**config.mk**
```make
export PLATFORM = sky130hd
export DESIGN_NAME = mem_lsu
export DESIGN_NICKNAME = d
export VERILOG_FILES = /design/src/rtl/pipeline_pkg.sv /design/src/rtl/lsu_lane_align.sv /design/src/rtl/mem_lsu.sv
export SDC_FILE = /design/constraint.sdc
export NUM_CORES = 1
export LEC_CHECK = 0
export BUFFER_PORTS_ARGS = -buffer_cell sky130_fd_sc_hd__buf_2
export CAP_MARGIN = 20
export CORE_MARGIN = 3
export CORE_UTILIZATION = 46
export DETAILED_ROUTE_END_ITERATION = 6
export HOLD_SLACK_MARGIN = 0.1
export PLACE_DENSITY = 0.87
export SYNTH_ARGS = -nofsm -noshare
export SYNTH_HDL_FRONTEND = slang
export SYNTH_HIERARCHICAL = 1
export SYNTH_SLANG_ARGS = --single-unit
```
**constraint.sdc**
```tcl
create_clock -name clk -period 3.55 [get_ports clk]
set_input_delay 0.71 -clock clk [delete_from_list [all_inputs] [get_ports clk]]
set_output_delay 0.71 -clock clk [all_outputs]
set_load 0.02 [all_outputs]
```
**src/rtl/pipeline_pkg.sv**
```systemverilog
// Shared pipeline types for the MEM-stage load/store unit: FSM state encoding,
// RV32I load/store funct3 codes and the natural-alignment test.
package pipeline_pkg;

    typedef enum logic [1:0] {
        IDLE = 2'd0,
        BUSY = 2'd1,
        DONE = 2'd2
    } lsu_state_t;

    localparam logic [2:0] F3_B  = 3'b000;
    localparam logic [2:0] F3_H  = 3'b001;
    localparam logic [2:0] F3_W  = 3'b010;
    localparam logic [2:0] F3_BU = 3'b100;
    localparam logic [2:0] F3_HU = 3'b101;

    // Halves need addr[0]=0; words (and unknown sizes) need addr[1:0]=0.
    function automatic logic is_misaligned(input logic [2:0] f3, input logic [1:0] addr_lo);
        logic mis;
        case (f3)
            F3_B, F3_BU: mis = 1'b0;
            F3_H, F3_HU: mis = addr_lo[0];
            default:     mis = (addr_lo != 2'b00);
        endcase
        return mis;
    endfunction

endpackage

```
**src/rtl/lsu_lane_align.sv**
```systemverilog
// Combinational lane logic: store byte enables / lane replication and load
// byte/half extraction with sign or zero extension.
module lsu_lane_align
    import pipeline_pkg::*;
(
    input  logic [2:0]  funct3,
    input  logic [1:0]  addr_lo,
    input  logic        is_store,
    input  logic [31:0] wdata_in,
    input  logic [31:0] rdata_in,
    output logic [3:0]  be,
    output logic [31:0] wdata_out,
    output logic [31:0] load_out
);

    logic [7:0]  byte_s;
    logic [15:0] half_s;

    // Store byte enables and lane replication; reads always use the full word.
    always_comb begin
        be        = 4'b1111;
        wdata_out = wdata_in;
        if (is_store) begin
            case (funct3)
                F3_B: begin
                    be        = 4'b0001 << addr_lo;
                    wdata_out = {4{wdata_in[7:0]}};
                end
                F3_H: begin
                    be        = 4'b0011 << {addr_lo[1], 1'b0};
                    wdata_out = {2{wdata_in[15:0]}};
                end
                default: begin
                    be        = 4'b1111;
                    wdata_out = wdata_in;
                end
            endcase
        end else begin
            be        = 4'b1111;
            wdata_out = wdata_in;
        end
    end

    // Lane selection; addr_lo[0] is ignored for halves (forced alignment).
    always_comb begin
        byte_s = 8'h00;
        case (addr_lo)
            2'b00:   byte_s = rdata_in[7:0];
            2'b01:   byte_s = rdata_in[15:8];
            2'b10:   byte_s = rdata_in[23:16];
            2'b11:   byte_s = rdata_in[31:24];
            default: byte_s = 8'h00;
        endcase
        if (addr_lo[1]) begin
            half_s = rdata_in[31:16];
        end else begin
            half_s = rdata_in[15:0];
        end
    end

    // Extension per load type; unknown funct3 returns the whole word.
    always_comb begin
        load_out = rdata_in;
        case (funct3)
            F3_B:    load_out = {{24{byte_s[7]}}, byte_s};
            F3_BU:   load_out = {24'h000000, byte_s};
            F3_H:    load_out = {{16{half_s[15]}}, half_s};
            F3_HU:   load_out = {16'h0000, half_s};
            default: load_out = rdata_in;
        endcase
    end

endmodule

```
**src/rtl/mem_lsu.sv**
```systemverilog
// MEM-stage load/store unit: variable-latency dmem req/ack handshake with stall,
// optional ack timeout and optional misalignment trap (macro LSU_MISALIGN_TRAP_EN).
module mem_lsu
    import pipeline_pkg::*;
#(
    parameter int ACK_TIMEOUT = 0,
    parameter int TMO_W       = 8
) (
    input  logic        clk,
    input  logic        reset,
    input  logic        valid_m,
    input  logic        mem_read_m,
    input  logic        mem_write_m,
    input  logic [2:0]  funct3_m,
    input  logic [31:0] addr_m,
    input  logic [31:0] wdata_m,
    input  logic        hold_m,
    output logic        dmem_req,
    output logic        dmem_we,
    output logic [3:0]  dmem_be,
    output logic [31:0] dmem_addr,
    output logic [31:0] dmem_wdata,
    input  logic        dmem_ack,
    input  logic [31:0] dmem_rdata,
    output logic [31:0] load_data_m,
    output logic        stall_mem,
`ifdef LSU_MISALIGN_TRAP_EN
    output logic        misalign_m,
`endif
    output logic        bus_err_m
);

    localparam bit               TMO_EN    = (ACK_TIMEOUT != 0);
    localparam logic [TMO_W-1:0] TMO_LIMIT = TMO_W'(ACK_TIMEOUT);

    lsu_state_t        state_q, state_d;
    logic [TMO_W-1:0]  cnt_q, cnt_d;
    logic [31:0]       result_q, result_d;
    logic              bus_err_q, bus_err_d;

    logic              access_s;
    logic              misalign_s;
    logic              issue_s;
    logic              req_s;
    logic              stall_s;
    logic              req_out_s;
    logic [31:0]       load_s;
    logic              err_s;
    logic [3:0]        be_s;
    logic [31:0]       wdata_s;
    logic [31:0]       fmt_load_s;
    logic [31:0]       capture_s;

    assign access_s = valid_m & (mem_read_m | mem_write_m);

`ifdef LSU_MISALIGN_TRAP_EN
    assign misalign_s = is_misaligned(funct3_m, addr_m[1:0]);
    assign misalign_m = (state_q == IDLE) & access_s & misalign_s;
`else
    assign misalign_s = 1'b0;
`endif

    assign issue_s = access_s & ~misalign_s;

    lsu_lane_align u_lane (
        .funct3    (funct3_m),
        .addr_lo   (addr_m[1:0]),
        .is_store  (mem_write_m),
        .wdata_in  (wdata_m),
        .rdata_in  (dmem_rdata),
        .be        (be_s),
        .wdata_out (wdata_s),
        .load_out  (fmt_load_s)
    );

    // Stores retire with a zero result; only loads carry memory data forward.
    assign capture_s = mem_read_m ? fmt_load_s : 32'h0000_0000;

    // Next-state, counter, result capture and handshake outputs.
    always_comb begin
        state_d   = state_q;
        cnt_d     = cnt_q;
        result_d  = result_q;
        bus_err_d = bus_err_q;
        req_s     = 1'b0;
        stall_s   = 1'b0;
        load_s    = 32'h0000_0000;
        err_s     = 1'b0;
        case (state_q)
            IDLE: begin
                if (issue_s) begin
                    req_s     = 1'b1;
                    stall_s   = 1'b1;
                    cnt_d     = {TMO_W{1'b0}};
                    bus_err_d = 1'b0;
                    if (dmem_ack) begin
                        result_d = capture_s;
                        state_d  = DONE;
                    end else begin
                        state_d  = BUSY;
                    end
                end else begin
                    state_d = IDLE;
                end
            end
            BUSY: begin
                stall_s = 1'b1;
                // An abort drops req in the same cycle, so a late ack is ignored.
                if (TMO_EN && (cnt_q == TMO_LIMIT)) begin
                    result_d  = 32'h0000_0000;
                    bus_err_d = 1'b1;
                    state_d   = DONE;
                end else begin
                    req_s = 1'b1;
                    cnt_d = cnt_q + {{(TMO_W-1){1'b0}}, 1'b1};
                    if (dmem_ack) begin
                        result_d = capture_s;
                        state_d  = DONE;
                    end else begin
                        state_d  = BUSY;
                    end
                end
            end
            DONE: begin
                load_s = result_q;
                err_s  = bus_err_q;
                if (hold_m) begin
                    state_d = DONE;
                end else begin
                    state_d   = IDLE;
                    cnt_d     = {TMO_W{1'b0}};
                    bus_err_d = 1'b0;
                end
            end
            default: begin
                state_d = IDLE;
            end
        endcase
    end

    // State and capture registers.
    always_ff @(posedge clk or posedge reset) begin
        if (reset) begin
            state_q   <= IDLE;
            cnt_q     <= {TMO_W{1'b0}};
            result_q  <= 32'h0000_0000;
            bus_err_q <= 1'b0;
        end else begin
            state_q   <= state_d;
            cnt_q     <= cnt_d;
            result_q  <= result_d;
            bus_err_q <= bus_err_d;
        end
    end

    // Reset forces the bus quiet at once, even while a request is being decoded.
    assign req_out_s   = req_s & ~reset;
    assign dmem_req    = req_out_s;
    assign dmem_we     = req_out_s & mem_write_m;
    assign dmem_be     = req_out_s ? be_s : 4'b0000;
    assign dmem_addr   = req_out_s ? {addr_m[31:2], 2'b00} : 32'h0000_0000;
    assign dmem_wdata  = (req_out_s & mem_write_m) ? wdata_s : 32'h0000_0000;
    assign stall_mem   = stall_s & ~reset;
    assign load_data_m = load_s;
    assign bus_err_m   = err_s;

endmodule

```
# After elaboration in Yosys (flattened, before gate mapping)
# Index checks and enable logic that the tools add are counted.
[classes]
n_eq_ne = 10
n_shift = 2
muxes = 25
n_bitwise = 5
n_reduce_logical = 7
[ops]
columns = ["cell", "n"]
rows = [
  ["two-way mux 32 bit", 7],
  ["one-hot mux 32 bit (2 select lines)", 2],
  ["one-hot mux 32 bit (4 select lines)", 1],
  ["one-hot mux 8 bit (4 select lines)", 1],
  ["two-way mux 16 bit", 1],
  ["two-way mux 4 bit", 2],
  ["one-hot mux 4 bit (2 select lines)", 1],
  ["equality test 2 bit, second input constant", 3],
  ["equality test 3 bit, second input constant", 2],
  ["two-way mux 2 bit", 3],
  ["one-hot mux 2 bit (3 select lines)", 1],
  ["equality test 2 x 1 -> 1 bit, second input constant", 2],
  ["zero test 2 bit", 2],
  ["two-way mux 1 bit", 4],
  ["!= test 2 bit, second input constant", 2],
  ["one-hot mux 1 bit (2 select lines)", 2],
  ["nonzero test 2 bit", 2],
  ["left shift 1 x 2 -> 4 bit, first input constant", 1],
  ["left shift 2 x 2 -> 4 bit, first input constant", 1],
  ["bitwise AND 1 bit", 3],
  ["equality test 3 x 1 -> 1 bit, second input constant", 1],
  ["zero test 3 bit", 1],
  ["AND reduction 3 bit", 1],
  ["AND reduction 2 bit", 1],
  ["2 further kinds", 2],
]
[word_totals]
regBits = 35
in_bits = 106
output_inout_bits = 104
word_cells = 52

# Logic depth before layout (Yosys ltp)
[logic_depth]
ltp_word = 7
mapped_depth = 8

# Cells and area by module
# Netlist, hierarchy kept.
[modules_own_cells]
columns = ["module", "instances", "cells_per_inst", "area_per_inst_um2", "seq_area_each_um2"]
rows = [
  ["mem_lsu", 1, 197, 1964.4, 850.8],
  ["lsu_lane_align", 1, 177, 1167.4, 0.0],
]

# Worst setup path after synthesis
# No wires, ideal clock.
[synth_timing]
path_type = "in2out"
from = "in reset"
to = "out dmem_wdata[22]"
arrival_time_ns = 2.264
slack_ns = 0.576
cell_stages = 4
path_buffers = 1
cell_sequence = "inv_1 -> and3_1 -> buf_2 -> and2_1"
[synth_via]
elab_chain_cells = 4
[synth_lines]
columns = ["item", "line", "rtl"]
rows = [
  ["start: declaration", "mem_lsu.sv:10", "input logic reset,"],
  ["NOT 1 bit", "mem_lsu.sv:157", "assign req_out_s = req_s & ~reset;"],
  ["bitwise AND 1 bit (2 in series)", "n/a", ""],
  ["via dmem_we", "mem_lsu.sv:19", "output logic dmem_we,"],
  ["two-way mux 32 bit", "mem_lsu.sv:162", "assign dmem_wdata = (req_out_s & mem_write_m) ? wdata_s : 32'h0000_0000;"],
  ["end: declaration", "mem_lsu.sv:22", "output logic [31:0] dmem_wdata,"],
]
# The timed path passes the listed nets, and every way through them passes these cells.

# Final worst setup path
[layout_timing]
from = "in funct3_m[1]"
to = "out dmem_wdata[8]"
[layout_via]
elab_chain_cells = 4
word_cells_on_any_way = 5
[layout_lines]
columns = ["item", "line", "rtl"]
rows = [
  ["start: declaration", "mem_lsu.sv:14", "input logic [2:0] funct3_m,"],
  ["equality test 3 x 1 -> 1 bit or zero test 3 bit (tied branches)", "lsu_lane_align.sv:24", "case (funct3)"],
  ["one-hot mux 32 bit (2 select lines) (*)", "lsu_lane_align.sv:24", ""],
  ["two-way mux 32 bit (*)", "lsu_lane_align.sv:23", "if (is_store) begin"],
  ["via wdata_s[8]", "mem_lsu.sv:50", "logic [31:0] wdata_s;"],
  ["two-way mux 32 bit (*)", "mem_lsu.sv:162", ""],
]
# Mark *: on every way through the listed nets, which the timed path passes. The rest lies on a longest branch.

==> reports/metrics.cfg <==
[status]
status=complete, no violations

[timing]
slew_violations=0
rsz0062_at_grt=no
skew_ns=0.00469
fin_crit_ns=3.14
finalHoldViolations=0
setup_viol=0
period_share_pct=88.6
fin_setup_tns_ns=0
max_freq_mhz=318
fin_ws_ns=0.406
tightest_slew_ns=0.880
hold_slack_ns=0.497
relSlewSlack_pct=41.4

[synthesis]
syn_avg_cell_area_um2=8.37
ys_seq_area_share_pct=27.2
ys_warn_count=6
netlist_area_mm2=0.00313
synth_seq_cells=34
synth_cell_types=34
synthCells=374

[setup_path]
cp-start-kind=input pin
r2r_cells=4
critPathCaptureType=output pin
worstPathArrival_ns=2.43
required_ns=2.84
crit_fanout=34
crit_type=input pin to output pin

[routing]
via_per_inst=5.38
antenna_left=0
num_vias=3398
wl_per_cell_um=16.8
drtIter0Drc=234
drt_wl_total_mm=10.6
drc_errors=0
dr.pass1.iters=5

[floorplanning]
initial_core_util_pct=48.5
fp.dieH_um=88.5
pin_count=210
num_rows=29
die_area_mm2=0.00783
die_x_um=88.5
coreArea_mm2=0.00646

[clock_network]
cts_hold_buffers=0
postCtsSetupRepairBufs=0
clock-sinks=34
cts_max_level=2
cts.clk_slew.worst_paths_ns=0.07
cts_resized=0
numCtsBuffers=5
clock_latency_ns=0.29
cts-root-buf=clkbuf_8
cts_tree=done
clockBufferDepth=2

[finish]
diodes=0
nets=660
layout_commonest_cell=buf_2
final_cell_area_mm2=0.00420
drive_gt1_share_pct=44.9
area_growth_pct=34.1
final_cell_mix=buf_2, and2_1, nand2_1, a22o_1, dfrtp_1

[worst_hold_path]
hold_class=flip-flop to flip-flop
whs_path_depth=1

[grt]
overflow=0
grt_pass1_vias=3268
grt_pass1_wl_mm=16.4
grt_use_total_pct=26.9
antenna_found_initial=0
grt_max_degree=35

[power]
static-leakage-power_nw=2.44
irDropWorstVdd_v=0.000173
p_per_area_mw_per_mm2=356

[placement]
place.gp.congestion=0.913
placed_cell_area_mm2=0.00406
dp_slack_ns=0.404
hpwl_mm=8.39
portBuffers=206

[job]
max_cap_viol_count=0

[cell usage after synthesis]
master	count	share of area, %
o21ba_1	1	0.32
mux2_2	17	6.1
buf_1	1	0.12
or2_1	1	0.20
nand3b_1	5	1.2
clkbuf_1	11	1.3
dfrtp_1	34	27
buf_6	6	2.2
o21ai_0	11	1.8
clkbuf_2	2	0.32
a21oi_1	9	1.4
a31oi_4	1	0.68
nand2b_1	3	0.60
and3_1	1	0.20
a22o_1	37	10
buf_4	12	2.9
nor2_1	21	2.5
mux2i_1	8	2.6
nor2b_1	4	0.80
o21bai_1	2	0.48
nand2_1	49	5.9
conb_1	1	0.12
inv_1	2	0.24
clkinv_1	1	0.12
and2_4	1	0.28
and3_4	1	0.36
nor3_2	2	0.64
a221o_1	8	2.6
a22oi_1	3	0.72
nor3_1	2	0.32
and2_1	100	20
a311oi_1	1	0.28
mux4_2	5	3.6
buf_2	11	1.8
[state kept, by name, indices dropped and copies added, names as in the netlist]
name	flops
state_q	2
result_q	32
[where the power goes]
part	total, mW	switching [mW]	leakage, nW	internal [mW]
registers	0.515	0.0477	0.445	0.468
logic	0.550	0.304	1.93	0.246
clock network	0.431	0.150	0.0683	0.281
[logic make-up (layout without fill, tap and decap cells)]
logic type / Yosys count / after routing / share of synthesized area (%)
flip-flops: 34 / 34 / 27.2
buffers and inverters: 46 / 225 / 8.91
multiplexers: 30 / 30 / 12.3
AO/OA/AOI/OAI: 73 / 73 / 18.6
other: 1 / 3 / 0.120
AND/OR/NAND/NOR: 190 / 190 / 33.0
[worst max-delay path: stages]
cell,delay [ns]
buf_2,0.28
nor3_1,0.30
and2_1,0.45
mux2_2,0.40
and2_1,0.13
buf_2,0.15
[path summary, 6_finish.rpt]
path / start / endpoint / slack [ns]
worst max-delay path: funct3_m[1] / dmem_wdata[8] / 0.41
worst min-delay path: result_q[5] / result_q[5] / 0.50
worst max register to register: state_q[0] / result_q[16] / 2.20
worst min register to register: result_q[5] / result_q[5] / 0.50
max in group asynchronous: reset / result_q[30] / 2.71
min in group asynchronous: reset / result_q[7] / 0.54
[through the flow]
step                      util, %  instances  total power, mW
final                        65.0        632             1.50
after CTS                    65.0        632             1.50
after global routing         65.0        632             1.58
after detailed placement     62.9        624             1.07
after global placement       62.7        623             1.05
after floorplan                 -        376            0.881
[layer usage]
layer  wire length [um]  part of all wire, %  up-vias  global-route usage [%]
met4                112                  1.1        0                    4.95
met3                842                  7.9       10                    5.49
met2               5330                   50      167                    46.7
met5                  0                    0        -                       0
met1               4330                   41     1594                    35.0
li1                   -                    -     1627                       -
[area by class of cell]
class	count	area [um2]
Fill cell	569	2260
Multi-Input combinational cell	296	2010
Timing Repair Buffer	214	1090
Sequential cell	34	851
Tap cell	77	96.3
Clock buffer	5	68.8
Clock inverter	3	68.8
Inverter	3	11.3
Power figures use the tool's default switching activity.
